<file path="config.mk">
export PLATFORM = sky130hd
export DESIGN_NAME = as_ctrl
export DESIGN_NICKNAME = d
export VERILOG_FILES = /design/src/rtl/as_pkg.sv /design/src/rtl/as_decode.sv /design/src/rtl/as_ctrl.sv
export SDC_FILE = /design/constraint.sdc
export NUM_CORES = 1
export LEC_CHECK = 0
export CAP_MARGIN = 5
export CORE_MARGIN = 5
export CORE_UTILIZATION = 50
export CTS_CLUSTER_DIAMETER = 120
export DETAILED_ROUTE_END_ITERATION = 8
export GPL_TIMING_DRIVEN = 1
export HOLD_SLACK_MARGIN = 0.12
export PLACE_DENSITY = 0.88
export SYNTH_ARGS = -nofsm -noshare
export SYNTH_HDL_FRONTEND = slang
export SYNTH_SLANG_ARGS = --single-unit
</file>
<file path="constraint.sdc">
create_clock -name clk -period 4.6 [get_ports clk]
set_clock_uncertainty 0.15 [all_clocks]
set_input_delay 0.92 -clock clk [delete_from_list [all_inputs] [get_ports clk]]
set_output_delay 0.92 -clock clk [all_outputs]
set_load 0.005 [all_outputs]
</file>
<file path="src/rtl/as_pkg.sv">
// as_pkg: shared opcodes, FSM states, instruction field positions and EXEC control word
package as_pkg;

    typedef enum logic [3:0] {
        OP_NOP   = 4'h0,
        OP_ADDI  = 4'h1,
        OP_ADD   = 4'h2,
        OP_LDACC = 4'h3,
        OP_MACC  = 4'h4,
        OP_IN    = 4'h5,
        OP_BZ    = 4'h6,
        OP_BNZ   = 4'h7,
        OP_JMP   = 4'h8,
        OP_TSW   = 4'h9,
        OP_HALT  = 4'hF
    } opcode_e;

    typedef enum logic [1:0] {
        FETCH,
        DECODE,
        EXEC,
        HALT
    } state_e;

    localparam int OP_HI  = 15;
    localparam int OP_LO  = 12;
    localparam int RD_HI  = 11;
    localparam int RD_LO  = 10;
    localparam int RS_HI  = 9;
    localparam int RS_LO  = 8;
    localparam int IMM_HI = 7;
    localparam int IMM_LO = 0;

    typedef struct packed {
        logic add_a_sel;
        logic add_b_sel;
        logic acc_en;
        logic acc_add;
        logic in_en;
        logic reg_we;
        logic z_cap;
        logic br_z;
        logic br_nz;
        logic jmp;
        logic halt;
        logic illegal;
    } ctrl_t;

endpackage

</file>
<file path="src/rtl/as_decode.sv">
// as_decode: purely combinational opcode to EXEC control-word mapping
module as_decode
    import as_pkg::*;
(
    input  logic [3:0] opcode,
    output ctrl_t      ctrl
);

    // unlisted opcodes (A-E) behave as NOP but raise the illegal marker
    always_comb begin
        ctrl = '0;
        case (opcode)
            OP_NOP:   ctrl.z_cap = 1'b0;
            OP_ADDI:  begin ctrl.add_b_sel = 1'b1; ctrl.reg_we = 1'b1; ctrl.z_cap = 1'b1; end
            OP_ADD:   begin ctrl.reg_we = 1'b1; ctrl.z_cap = 1'b1; end
            OP_LDACC: begin ctrl.add_b_sel = 1'b1; ctrl.acc_en = 1'b1; ctrl.z_cap = 1'b1; end
            OP_MACC:  begin ctrl.acc_add = 1'b1; ctrl.acc_en = 1'b1; ctrl.z_cap = 1'b1; end
            OP_IN:    begin ctrl.in_en = 1'b1; ctrl.reg_we = 1'b1; end
            OP_BZ:    ctrl.br_z = 1'b1;
            OP_BNZ:   ctrl.br_nz = 1'b1;
            OP_JMP:   ctrl.jmp = 1'b1;
            OP_TSW:   begin ctrl.add_a_sel = 1'b1; ctrl.z_cap = 1'b1; end
            OP_HALT:  ctrl.halt = 1'b1;
            default:  ctrl.illegal = 1'b1;
        endcase
    end

endmodule

</file>
<file path="src/rtl/as_ctrl.sv">
// as_ctrl: three-phase fetch/decode/exec sequencer holding PC, IR, zero flag and sticky illegal flag
module as_ctrl
    import as_pkg::*;
#(
    parameter int n   = 8,
    parameter int PCW = 8
) (
    input  logic           clk,
    input  logic           reset,
    input  logic           en,
    input  logic [15:0]    instr,
    input  logic           z,
    output logic [PCW-1:0] pc,
    output logic [1:0]     rd_addr,
    output logic [1:0]     rs_addr,
    output logic [n-1:0]   immediate,
    output logic           add_a_sel,
    output logic           add_b_sel,
    output logic           acc_en,
    output logic           acc_add,
    output logic           in_en,
    output logic           reg_we,
    output logic           halted,
    output logic           illegal
);

    state_e         state;
    state_e         state_nxt;
    logic [15:0]    ir;
    logic           z_flag;
    logic [PCW-1:0] pc_nxt;
    ctrl_t          ctrl;
    logic           exec_on;
    logic           take;
    logic [n+7:0]   imm_ext;
    logic [PCW+7:0] pc_imm_ext;

    as_decode u_decode (
        .opcode (ir[OP_HI:OP_LO]),
        .ctrl   (ctrl)
    );

    assign imm_ext    = {{n{1'b0}}, ir[IMM_HI:IMM_LO]};
    assign pc_imm_ext = {{PCW{1'b0}}, ir[IMM_HI:IMM_LO]};
    assign immediate  = imm_ext[n-1:0];
    assign rd_addr    = ir[RD_HI:RD_LO];
    assign rs_addr    = ir[RS_HI:RS_LO];

    // branches look at the flag captured by an earlier EXEC, never the live z
    assign take    = ctrl.jmp | (ctrl.br_z & z_flag) | (ctrl.br_nz & ~z_flag);
    assign exec_on = en & (state == EXEC);

    assign add_a_sel = exec_on & ctrl.add_a_sel;
    assign add_b_sel = exec_on & ctrl.add_b_sel;
    assign acc_en    = exec_on & ctrl.acc_en;
    assign acc_add   = exec_on & ctrl.acc_add;
    assign in_en     = exec_on & ctrl.in_en;
    assign reg_we    = exec_on & ctrl.reg_we;
    assign halted    = (state == HALT);

    // next state and next pc; pc only moves at the end of EXEC
    always_comb begin
        state_nxt = state;
        pc_nxt    = pc;
        case (state)
            FETCH:  state_nxt = DECODE;
            DECODE: state_nxt = EXEC;
            EXEC: begin
                state_nxt = ctrl.halt ? HALT : FETCH;
                pc_nxt    = ctrl.halt ? pc : take ? pc_imm_ext[PCW-1:0] : pc + PCW'(1);
            end
            default: state_nxt = HALT;
        endcase
    end

    // architectural state; everything freezes while en is low
    always_ff @(posedge clk or posedge reset) begin
        if (reset) begin
            state   <= FETCH;
            pc      <= '0;
            ir      <= '0;
            z_flag  <= 1'b0;
            illegal <= 1'b0;
        end else if (en) begin
            state <= state_nxt;
            pc    <= pc_nxt;
            if (state == DECODE) ir <= instr;
            if (state == EXEC && ctrl.z_cap) z_flag <= z;
            if (state == EXEC && ctrl.illegal) illegal <= 1'b1;
        end
    end

endmodule

</file>
# After elaboration in Yosys (flattened, before gate mapping)
# Index checks and enable logic that the tools add are counted.
totals:
  register_bits: 28
  output_inout_bits: 28
  elab_cells: 60
classes:
  n_addsub: 1
  eq_ne: 13
  mux: 15
  n_bitwise: 13
  n_reduce_logical: 13
ops:
  columns: ["cell", "n"]
  rows:
  - ["$eq 4x3->1 const B", 4]
  - ["$eq 4x4->1 const B", 3]
  - ["$mux 1", 12]
  - ["$reduce_or 11->1", 1]
  - ["$and 1x1->1", 9]
  - ["$add 8x1->8 const B", 1]
  - ["$eq 4x2->1 const B", 2]
  - ["$mux 8", 1]
  - ["$pmux 2 s3", 1]
  - ["$reduce_and 2->1", 3]
  - ["$reduce_or 5->1", 1]
  - ["$eq 2x2->1 const B", 2]
  - ["$eq 4x1->1 const B", 1]
  - ["$logic_not 4->1", 1]
  - ["$reduce_or 2->1", 2]
  - ["$reduce_and 3->1", 1]
  - ["$reduce_or 3->1", 1]
  - ["$eq 2x1->1 const B", 1]
  - ["$logic_and 1x1->1", 2]
  - ["$logic_not 2->1", 1]
  - ["$mux 2", 1]
  - ["$not 1->1", 2]
  - ["$or 1x1->1", 2]

# Depth between registers and ports, before layout
# Gate-level depths: netlist of the first run.
logic_depth:
  word_depth: 6
  mapped_depth: 7
  ltp_nobuf: 6

# Hierarchy
# From an unflattened synthesis of the first run, not the netlist that was laid out.
hier_totals:
  cells_unflattened: 185
  hier_area_um2: 1620.3
by_module_without_submodules:
  columns: ["module", "n_inst", "cells_per_inst", "area_each_um2"]
  rows:
  - ["as_ctrl", 1, 159, 1453.9]
  - ["as_decode", 1, 26, 166.4]

# Worst setup path before layout of the first run
# Ideal clock, no wire load.
synth_path:
  path_type: "input port to output port"
  startpoint: "input en"
  endpoint: "output in_en"
  arrival_ns: 1.507
  required_ns: 3.530
  setup_slack_ns: 2.023
  path_stages: 3
  path_buffers: 0
  cell_sequence: "nand2_1 > or3_1 > nor3_1"
synth_between:
  elab_chain_cells: 2
synth_rtl:
  columns: ["item", "line", "rtl"]
  rows:
  - ["start, declared", "as_ctrl.sv:10", "input logic en,"]
  - ["$and 1x1->1", "as_ctrl.sv:51", "assign exec_on = en & (state == EXEC);"]
  - ["$and 1x1->1", "as_ctrl.sv:57", "assign in_en = exec_on & ctrl.in_en;"]
  - ["end, declared", "as_ctrl.sv:21", "output logic in_en,"]
# No other way between the ends.

# Worst setup path in the final report of the first run
# Same ends and word-level chain as after synthesis.

==> flow_summary.json, run 1 <==
{
  "coreArea_um2": 3000,
  "critPathCaptureType": "output port",
  "dr_total_vias": 1188,
  "hold_viol": 0,
  "vias_per_cell": 5.60,
  "clockBufferDepth": 2,
  "setup_viol": 0,
  "syn_area_um2": 1530,
  "pin_count": 48,
  "period_minus_slack_ns": 3.74,
  "area_delta_synth_final_pct": 27.1,
  "first_pass_iters": 5,
  "relSlewSlack": 0.318,
  "clock.fmax_ghz": 0.267,
  "hold_depth": 1,
  "die_y_um": 65.3,
  "grt.total_usage": 0.161,
  "maxCapViolCount": 0,
  "ant_nets": 0,
  "portBuffers": 47,
  "path_max_fanout": 6,
  "drt_iter0_markers": 55,
  "dpl.cell_count": 208,
  "clk_latency_ns": 0.33,
  "power_density_nw_per_um2": 612,
  "slowest_delay_ns": 0.56,
  "cts-buffers-inserted": 3,
  "grt_pass1_vias": 1137,
  "arrival_ns": 2.67,
  "dp_hpwl_mm": 2.53,
  "drc": 0,
  "cts_resized": 0,
  "start_util": 0.510,
  "cts_tree": "done",
  "status": "completed",
  "grt_start_max_net_pins": 29,
  "ir_drop_uv": 292,
  "ctsHoldBuffers": 0,
  "timing.setup.critical_path_class": "input pin to output port",
  "syn_avg_cell_area_um2": 10.5,
  "clk_transition_reported_paths_ns": 0.14,
  "holdCritPathClass": "register to register",
  "seq_area_frac_synth": 0.458,
  "drive_gt1_frac": 0.128,
  "hold_slack_ns": 0.376,
  "diodes": 0,
  "postCtsSetupBuffers": 0,
  "dieArea_um2": 4270,
  "synth_edf_count": 0,
  "regToRegSetupSlack_ns": 2.64,
  "rr_endpoint": "pc[2]$_DFFE_PP0P_",
  "tns_ns": 0,
  "routabilityCongestion": 0.868,
  "required_ns": 3.53,
  "synthDistinctLibCells": 33,
  "mostFrequentLayoutCells": "clkdlybuf4s50_1, dfrtp_1, mux2_2, nand2_1, o21ai_0",
  "critPathLaunchType": "input pin",
  "power_frac_seq": 0.424,
  "layout_commonest_cell": "clkdlybuf4s50_1",
  "antenna_found_initial": 0,
  "p_switching_mw": 0.432,
  "combPwrFrac": 0.475,
  "reg2reg_depth": 5,
  "clock-sinks": 28,
  "die_x_um": 65.3,
  "tightest_slew_ns": 1.02,
  "placed_area_um2": 1910,
  "ys_seq_elements": 28,
  "synth_cells": 146,
  "worstHoldStart": "ir[11]$_DFFE_PP0P_",
  "grt_pass1_wl_mm": 5.34,
  "sw_frac_of_total": 0.362,
  "slowest_stage": "clkdlybuf4s50_1",
  "cts-htree-levels": 1,
  "clockPowerShare": 0.101,
  "path_buf_inv": 2,
  "p_int_mw": 0.760,
  "critPathTopFamily": "buffers and inverters",
  "wirelength_mm": 3.35,
  "path_cells": "clkdlybuf4s50_1, nand2_1, or3_1, nor3_1, clkdlybuf4s50_1",
  "fin_crit_sh": 0.814,
  "worstHoldEndpoint": "ir[11]$_DFFE_PP0P_",
  "finalInstanceArea_um2": 1950,
  "nNetsFinal": 201,
  "fin_cells": 212,
  "rsz0062_at_grt": "no",
  "p_leak_nw": 0.816,
  "yosysWarnings": 0,
  "timing.rr.start": "ir[13]$_DFFE_PP0P_",
  "maxSlewViolCount": 0,
  "async_flop_share": 1.00,
  "syn_nets": 167,
  "rows": 20,
  "wl_per_cell_um": 15.8,
  "cpMostUsedCell": "clkdlybuf4s50_1",
  "synthFlopType": "dfrtp_1",
  "cts_root_buf": "clkbuf_4",
  "overflow": 0
}
layout make-up:
cell class | instances | area [um2]
Clock buffer | 4 | 36.3
Sequential cell | 28 | 701
Inverter | 9 | 33.8
Timing Repair Buffer | 47 | 470
Multi-Input combinational cell | 91 | 664
Fill cell | 227 | 1060
Tap cell | 33 | 41.3
worst register-to-register path, stage by stage, from the launching register on:
cell,delay [ns]
dfrtp_1,0.53
or3b_1,0.44
a21o_4,0.26
nand2_8,0.12
mux2i_1,0.22
a22oi_1,0.12
sequential cells by signal, indices dropped and copies added (netlist names):
name and count:
z_flag 1, ir 16, pc 8, illegal 1
state 2
metrics by stage:
step	setup slack [ns]	util	power (mW)
after global routing	0.776	0.648	1.27
after global placement	0.947	0.636	1.04
final	0.856	0.648	1.19
after floorplan	2.02	-	0.881
after CTS	0.872	0.648	1.20
after detailed placement	0.872	0.636	1.07
cells by family (layout without fill, tap and decap cells):
group                    count (synthesis)  count (layout)  share of synthesized area
AND/OR/NAND/NOR                         40              40                      0.145
flip-flops                              28              28                      0.458
AO/OA/AOI/OAI                           27              27                      0.116
buffers and inverters                   27              60                      0.109
multiplexers                            23              23                      0.164
adder cells (fa/ha/maj)                  1               1                    0.00817
worst max-delay path by stage:
stage	cells past startpoint	end	from	slack [ns]
floorplan	3	in_en	en	2.02
global placement	5	in_en	en	0.95
detailed placement	5	in_en	en	0.87
CTS	5	in_en	en	0.87
global route	5	in_en	en	0.78
finish	5	in_en	en	0.86
layer usage:
| layer | track usage | share of wire | vias up |
|---|---|---|---|
| met2 | 0.297 | 0.54 | 32 |
| met1 | 0.191 | 0.41 | 579 |
| met5 | 0 | 0 | - |
| li1 | - | - | 571 |
| met4 | 0.0596 | 0.018 | 0 |
| met3 | 0.0154 | 0.026 | 6 |
cell usage after synthesis (2+ instances only):
master / count / area [um2]
inv_1: 9 / 33.8
buf_4: 12 / 90.1
nand3_1: 3 / 15.0
dfrtp_1: 28 / 701
or3_1: 3 / 18.8
and3_1: 2 / 12.5
mux2_2: 17 / 191
clkbuf_1: 2 / 7.51
nand4_1: 3 / 18.8
nand2b_1: 2 / 12.5
a22oi_1: 6 / 45.0
a21oi_1: 3 / 15.0
nor3_1: 2 / 10.0
and2_1: 2 / 12.5
o21ai_0: 11 / 55.1
mux2i_1: 6 / 60.1
nor2_1: 5 / 18.8
buf_2: 3 / 15.0
nand2_1: 12 / 45.0
nand3b_1: 2 / 15.0
power groups by stage:
| stage | Sequential [mW] | Clock, mW | Combinational, mW |
|---|---|---|---|
| after global routing | 0.528 | 0.134 | 0.611 |
| after CTS | 0.502 | 0.122 | 0.571 |
| final | 0.505 | 0.120 | 0.566 |
| after global placement | 0.493 | 0 | 0.547 |
| after detailed placement | 0.508 | 0 | 0.567 |
| after floorplan | 0.450 | 0 | 0.431 |
Power figures use the tool's default switching activity.
==> inputs of run 2 (changes only) <==
CORE_UTILIZATION = 42   (was 50)
PLACE_DENSITY = 0.79   (was 0.88)
clock period = 3.1 ns   (was 4.6 ns; I/O delays follow)
==> run 2 against run 1 <==
Clock power increased by 140%. Die area is 16% higher. Count of clock-buffer cells in the layout down 1. Sequential power grew 49%. Via count up 2.6%. Critical path type unchanged. Largest power group unchanged.
==> flow_summary.json, run 2 (synthesis results as in run 1) <==
{
  "layout_commonest_cell": "clkdlybuf4s50_1",
  "routabilityCongestion": 0.768,
  "antenna_found_initial": 0,
  "dpl.cell_count": 227,
  "critPathCaptureType": "output port",
  "grt_pass1_vias": 1250,
  "ir_drop_uv": 543,
  "reg2reg_depth": 5,
  "multi_input_comb_area_um2": 674,
  "clock.fmax_ghz": 0.331,
  "timing.rr.start": "ir[13]$_DFFE_PP0P_",
  "clk_transition_reported_paths_ns": 0.10,
  "p_leak_nw": 0.852,
  "rsz0062_at_grt": "no",
  "setup_viol": 0,
  "fin_cells": 231,
  "rows": 22,
  "clk_latency_ns": 0.28,
  "arrival_ns": 2.25,
  "tightest_slew_ns": 0.426,
  "critPathTopFamily": "buffers and inverters",
  "diodes": 0,
  "coreArea_um2": 3610,
  "grt_busiest_layer": "met2",
  "dr_total_vias": 1219,
  "path_cells": "clkdlybuf4s50_1, nand2_1, or3_4, nor3_2, clkdlybuf4s50_1",
  "hold_viol": 0,
  "rr_endpoint": "pc[2]$_DFFE_PP0P_",
  "postCtsSetupBuffers": 0,
  "largest_reg_flops": 16,
  "clock-sinks": 28,
  "ant_nets": 0,
  "met1_usage": 0.177,
  "mostFrequentLayoutCells": "clkdlybuf4s50_1, dfrtp_1, mux2_2, nand2_1, o21ai_0",
  "wirelength_mm": 3.45,
  "dieArea_um2": 4950,
  "wl_per_cell_um": 14.9,
  "tns_ns": 0,
  "regToRegSetupSlack_ns": 1.17,
  "critPathLaunchType": "input pin",
  "top_regs": "ir (16), pc (8), state (2)",
  "regMostFlops": "ir",
  "fin_crit_sh": 0.974,
  "cpMostUsedCell": "clkdlybuf4s50_1",
  "clockBufferDepth": 2,
  "pin_count": 48,
  "holdCritPathClass": "register to register",
  "cts-buffers-inserted": 3,
  "grt_use_met3": 0.0245,
  "required_ns": 2.33,
  "power_density_nw_per_um2": 927,
  "die_x_um": 70.4,
  "grt.total_usage": 0.145,
  "path_depth": 5,
  "cts_tree": "done",
  "fillers": 302,
  "finalCoreUtilization": 0.566,
  "grt_pass1_wl_mm": 5.84,
  "path_buf_inv": 2,
  "dp_hpwl_mm": 2.62,
  "maxSlewViolCount": 0,
  "nNetsFinal": 205,
  "path_max_fanout": 5,
  "status": "completed",
  "portBuffers": 47,
  "slowest_stage": "clkdlybuf4s50_1",
  "period_minus_slack_ns": 3.02,
  "cts_root_buf": "clkbuf_8",
  "power_mw": 1.89,
  "die_y_um": 70.4,
  "drive_gt1_frac": 0.158,
  "regArea_um2": 701,
  "area_delta_synth_final_pct": 33.3,
  "overflow": 0,
  "drt_iter0_markers": 126,
  "timing.setup.critical_path_class": "input pin to output port",
  "gr-usage-met2": 0.253,
  "start_util": 0.425,
  "drc": 0,
  "first_pass_iters": 7,
  "vias_per_cell": 5.28,
  "endpoint": "in_en",
  "grt_start_max_net_pins": 29,
  "relSlewSlack": 0.716,
  "cts-htree-levels": 1,
  "slowest_delay_ns": 0.55,
  "crit_start": "en",
  "maxCapViolCount": 0,
  "hold_slack_ns": 0.351
}
## run 2: cell count changes in the layout (fill, tap and decap cells not counted), sizes merged
cell    delta
buf        +4
bufinv     +1
clkbuf     -1
## run 2: worst min path at each step
stage,startpoint,endpoint,cells past startpoint
floorplan,illegal$_DFFE_PP0P_,illegal$_DFFE_PP0P_,1
global placement,illegal$_DFFE_PP0P_,illegal$_DFFE_PP0P_,1
detailed placement,illegal$_DFFE_PP0P_,illegal$_DFFE_PP0P_,1
CTS,illegal$_DFFE_PP0P_,illegal$_DFFE_PP0P_,1
global route,ir[10]$_DFFE_PP0P_,ir[10]$_DFFE_PP0P_,1
finish,illegal$_DFFE_PP0P_,illegal$_DFFE_PP0P_,1
## run 2: cell type report
type | count | area share
clock inverter | 1 | 0.0147
multi-input combinational | 91 | 0.330
timing repair buffer | 51 | 0.245
sequential | 28 | 0.343
clock buffer | 3 | 0.0202
inverter | 9 | 0.0166
tap | 48 | 0.0294
## run 2: through the flow
step | setup WS (ns) | area (um2)
CTS | 0.00220 | 2030
floorplan | 1.12 | 1530
finish | 0.0791 | 2040
global route | 0.0638 | 2040
global placement | 0.137 | 1960
detailed placement | 0.00612 | 1960
## run 2: what timing repair did
action,4_1_cts,5_1_grt
hold buffers,0,0
setup endpoints to repair,0,1
gates resized for setup,0,2
## run 2: routing by layer
layer / vias to the layer above / wire length [um]
met3: 8 / 175
met5: - / 0
li1: 576 / -
met1: 588 / 1390
met2: 47 / 1830
met4: 0 / 58
## run 2: report_power, final
part,internal [mW],total (mW),switching (mW)
combinational,0.523,0.855,0.332
sequential,0.544,0.750,0.206
clock,0.173,0.287,0.114
## run 2: worst reg2reg max path: stages (launching register included)
cell and delay [ns]:
dfrtp_1 0.50, or3b_1 0.44, a21o_4 0.26, nand2_8 0.11
mux2i_1 0.21, a22oi_1 0.12
==> inputs of run 3 (changes only) <==
CORE_UTILIZATION = 46   (was 42)
PLACE_DENSITY = 0.82   (was 0.79)
clock period = 3.2 ns   (was 3.1 ns; I/O delays follow)
==> run 3 against run 2 <==
Power decreased by 9.3%. Setup slack improved by 0.063 ns. Worst hold slack got worse by 0.0014 ns. Flip-flop and latch count unchanged. Clock power decreased by 40%. Register-to-register slack improved by 0.07 ns. Die area decreased by 7.5%. Final area decreased by 2.3%. Global-route usage increased by 1.4 points. First-iteration DRC count increased by 2.4%. Combinational power decreased by 4.1%. Non-clock buffer count unchanged. Highest routed layer unchanged.
==> flow_summary.json, run 3 (synthesis results as in run 1) <==
{
  "status": "completed",
  "clockBufferDepth": 2,
  "grt_pass1_vias": 1268,
  "rsz0062_at_grt": "no",
  "cts_resized": 0,
  "fillers": 279,
  "pin_count": 48,
  "cts-htree-levels": 1,
  "maxCapViolCount": 0,
  "clk_latency_ns": 0.32,
  "top_regs": "ir (16), pc (8), state (2)",
  "relSlewSlack": 0.661,
  "overflow": 0,
  "ant_nets": 0,
  "dr_total_vias": 1233,
  "tightest_slew_ns": 0.508,
  "rows": 21,
  "layout_commonest_cell": "clkdlybuf4s50_1",
  "postCtsSetupBuffers": 0,
  "p_leak_nw": 0.835,
  "holdCritPathClass": "register to register",
  "clock.fmax_ghz": 0.327,
  "antenna_found_initial": 0,
  "timing.rr.start": "ir[13]$_DFFE_PP0P_",
  "grt_pass1_wl_mm": 5.53,
  "tns_ns": 0,
  "path_max_fanout": 5,
  "wl_per_cell_um": 15.2,
  "largest_reg_flops": 16,
  "worstHoldStart": "illegal$_DFFE_PP0P_",
  "grt.total_usage": 0.158,
  "fin_cells": 229,
  "dieArea_um2": 4580,
  "finalCoreUtilization": 0.607,
  "critPathCaptureType": "output port",
  "coreArea_um2": 3280,
  "routabilityCongestion": 0.800,
  "cts-buffers-inserted": 3,
  "clk_transition_reported_paths_ns": 0.15,
  "cts_root_buf": "clkbuf_4",
  "area_delta_synth_final_pct": 30.1,
  "fin_crit_sh": 0.956,
  "hold_viol": 0,
  "vias_per_cell": 5.38,
  "ctsHoldBuffers": 0,
  "critPathLaunchType": "input pin",
  "crit_start": "en",
  "ir_drop_uv": 353,
  "wirelength_mm": 3.48,
  "grt_start_max_net_pins": 17,
  "drt_iter0_markers": 129,
  "drive_gt1_frac": 0.148,
  "regToRegSetupSlack_ns": 1.24,
  "period_minus_slack_ns": 3.06,
  "cts_tree": "done",
  "required_ns": 2.41,
  "clock-sinks": 28,
  "die_x_um": 67.7,
  "die_y_um": 67.7,
  "diodes": 0,
  "nNetsFinal": 205,
  "mostFrequentLayoutCells": "clkdlybuf4s50_1, dfrtp_1, mux2_2, nand2_1, o21ai_0",
  "setup_viol": 0,
  "arrival_ns": 2.27,
  "regMostFlops": "ir",
  "timing.setup.critical_path_class": "input pin to output port",
  "dpl.cell_count": 225,
  "dp_hpwl_mm": 2.72,
  "drc": 0,
  "portBuffers": 47,
  "start_util": 0.466,
  "maxSlewViolCount": 0,
  "power_density_nw_per_um2": 862,
  "first_pass_iters": 4
}
run 3: worst paths after layout:
check	to	cells past startpoint
max	in_en	5
min	illegal$_DFFE_PP0P_	1
max reg2reg	pc[7]$_DFFE_PP0P_	5
min reg2reg	illegal$_DFFE_PP0P_	1
max in group asynchronous	ir[4]$_DFFE_PP0P_	3
min in group asynchronous	ir[9]$_DFFE_PP0P_	2
run 3: area by class of cell:
| type | instances | area [um2] | share of cell area |
|---|---|---|---|
| Sequential cell | 28 | 701 | 0.352 |
| Multi-Input combinational cell | 91 | 664 | 0.333 |
| Timing Repair Buffer | 51 | 500 | 0.251 |
| Tap cell | 46 | 57.6 | 0.0289 |
| Clock buffer | 4 | 36.3 | 0.0182 |
| Inverter | 9 | 33.8 | 0.0169 |
run 3: stage by stage:
stage / total power [mW] / cell area [um2] / hold WS, ns / setup WS [ns]
after floorplan: 1.27 / 1530 / 0.318 / 1.18
after global placement: 1.51 / 1960 / 0.316 / 0.182
after detailed placement: 1.56 / 1960 / 0.315 / 0.143
after CTS: 1.73 / 1990 / 0.353 / 0.141
after global routing: 1.84 / 1990 / 0.386 / 0.0413
final: 1.72 / 1990 / 0.349 / 0.142
run 3: per-layer routing:
layer	vias to the layer above	GRT usage	part of all wire
li1	574	-	-
met1	615	0.189	0.42
met2	36	0.277	0.52
met3	8	0.0266	0.044
met4	0	0.0709	0.018
met5	-	0	0
run 3: critical path, cell delays in order:
cell	delay, ns
clkdlybuf4s50_1	0.48
nand2_1	0.07
or3_1	0.39
nor3_1	0.16
clkdlybuf4s50_1	0.53
run 3: power breakdown:
| part | switching (mW) | total [mW] | internal (mW) |
|---|---|---|---|
| Sequential | 0.200 | 0.725 | 0.526 |
| Clock | 0.102 | 0.172 | 0.0695 |
| Combinational | 0.316 | 0.820 | 0.504 |
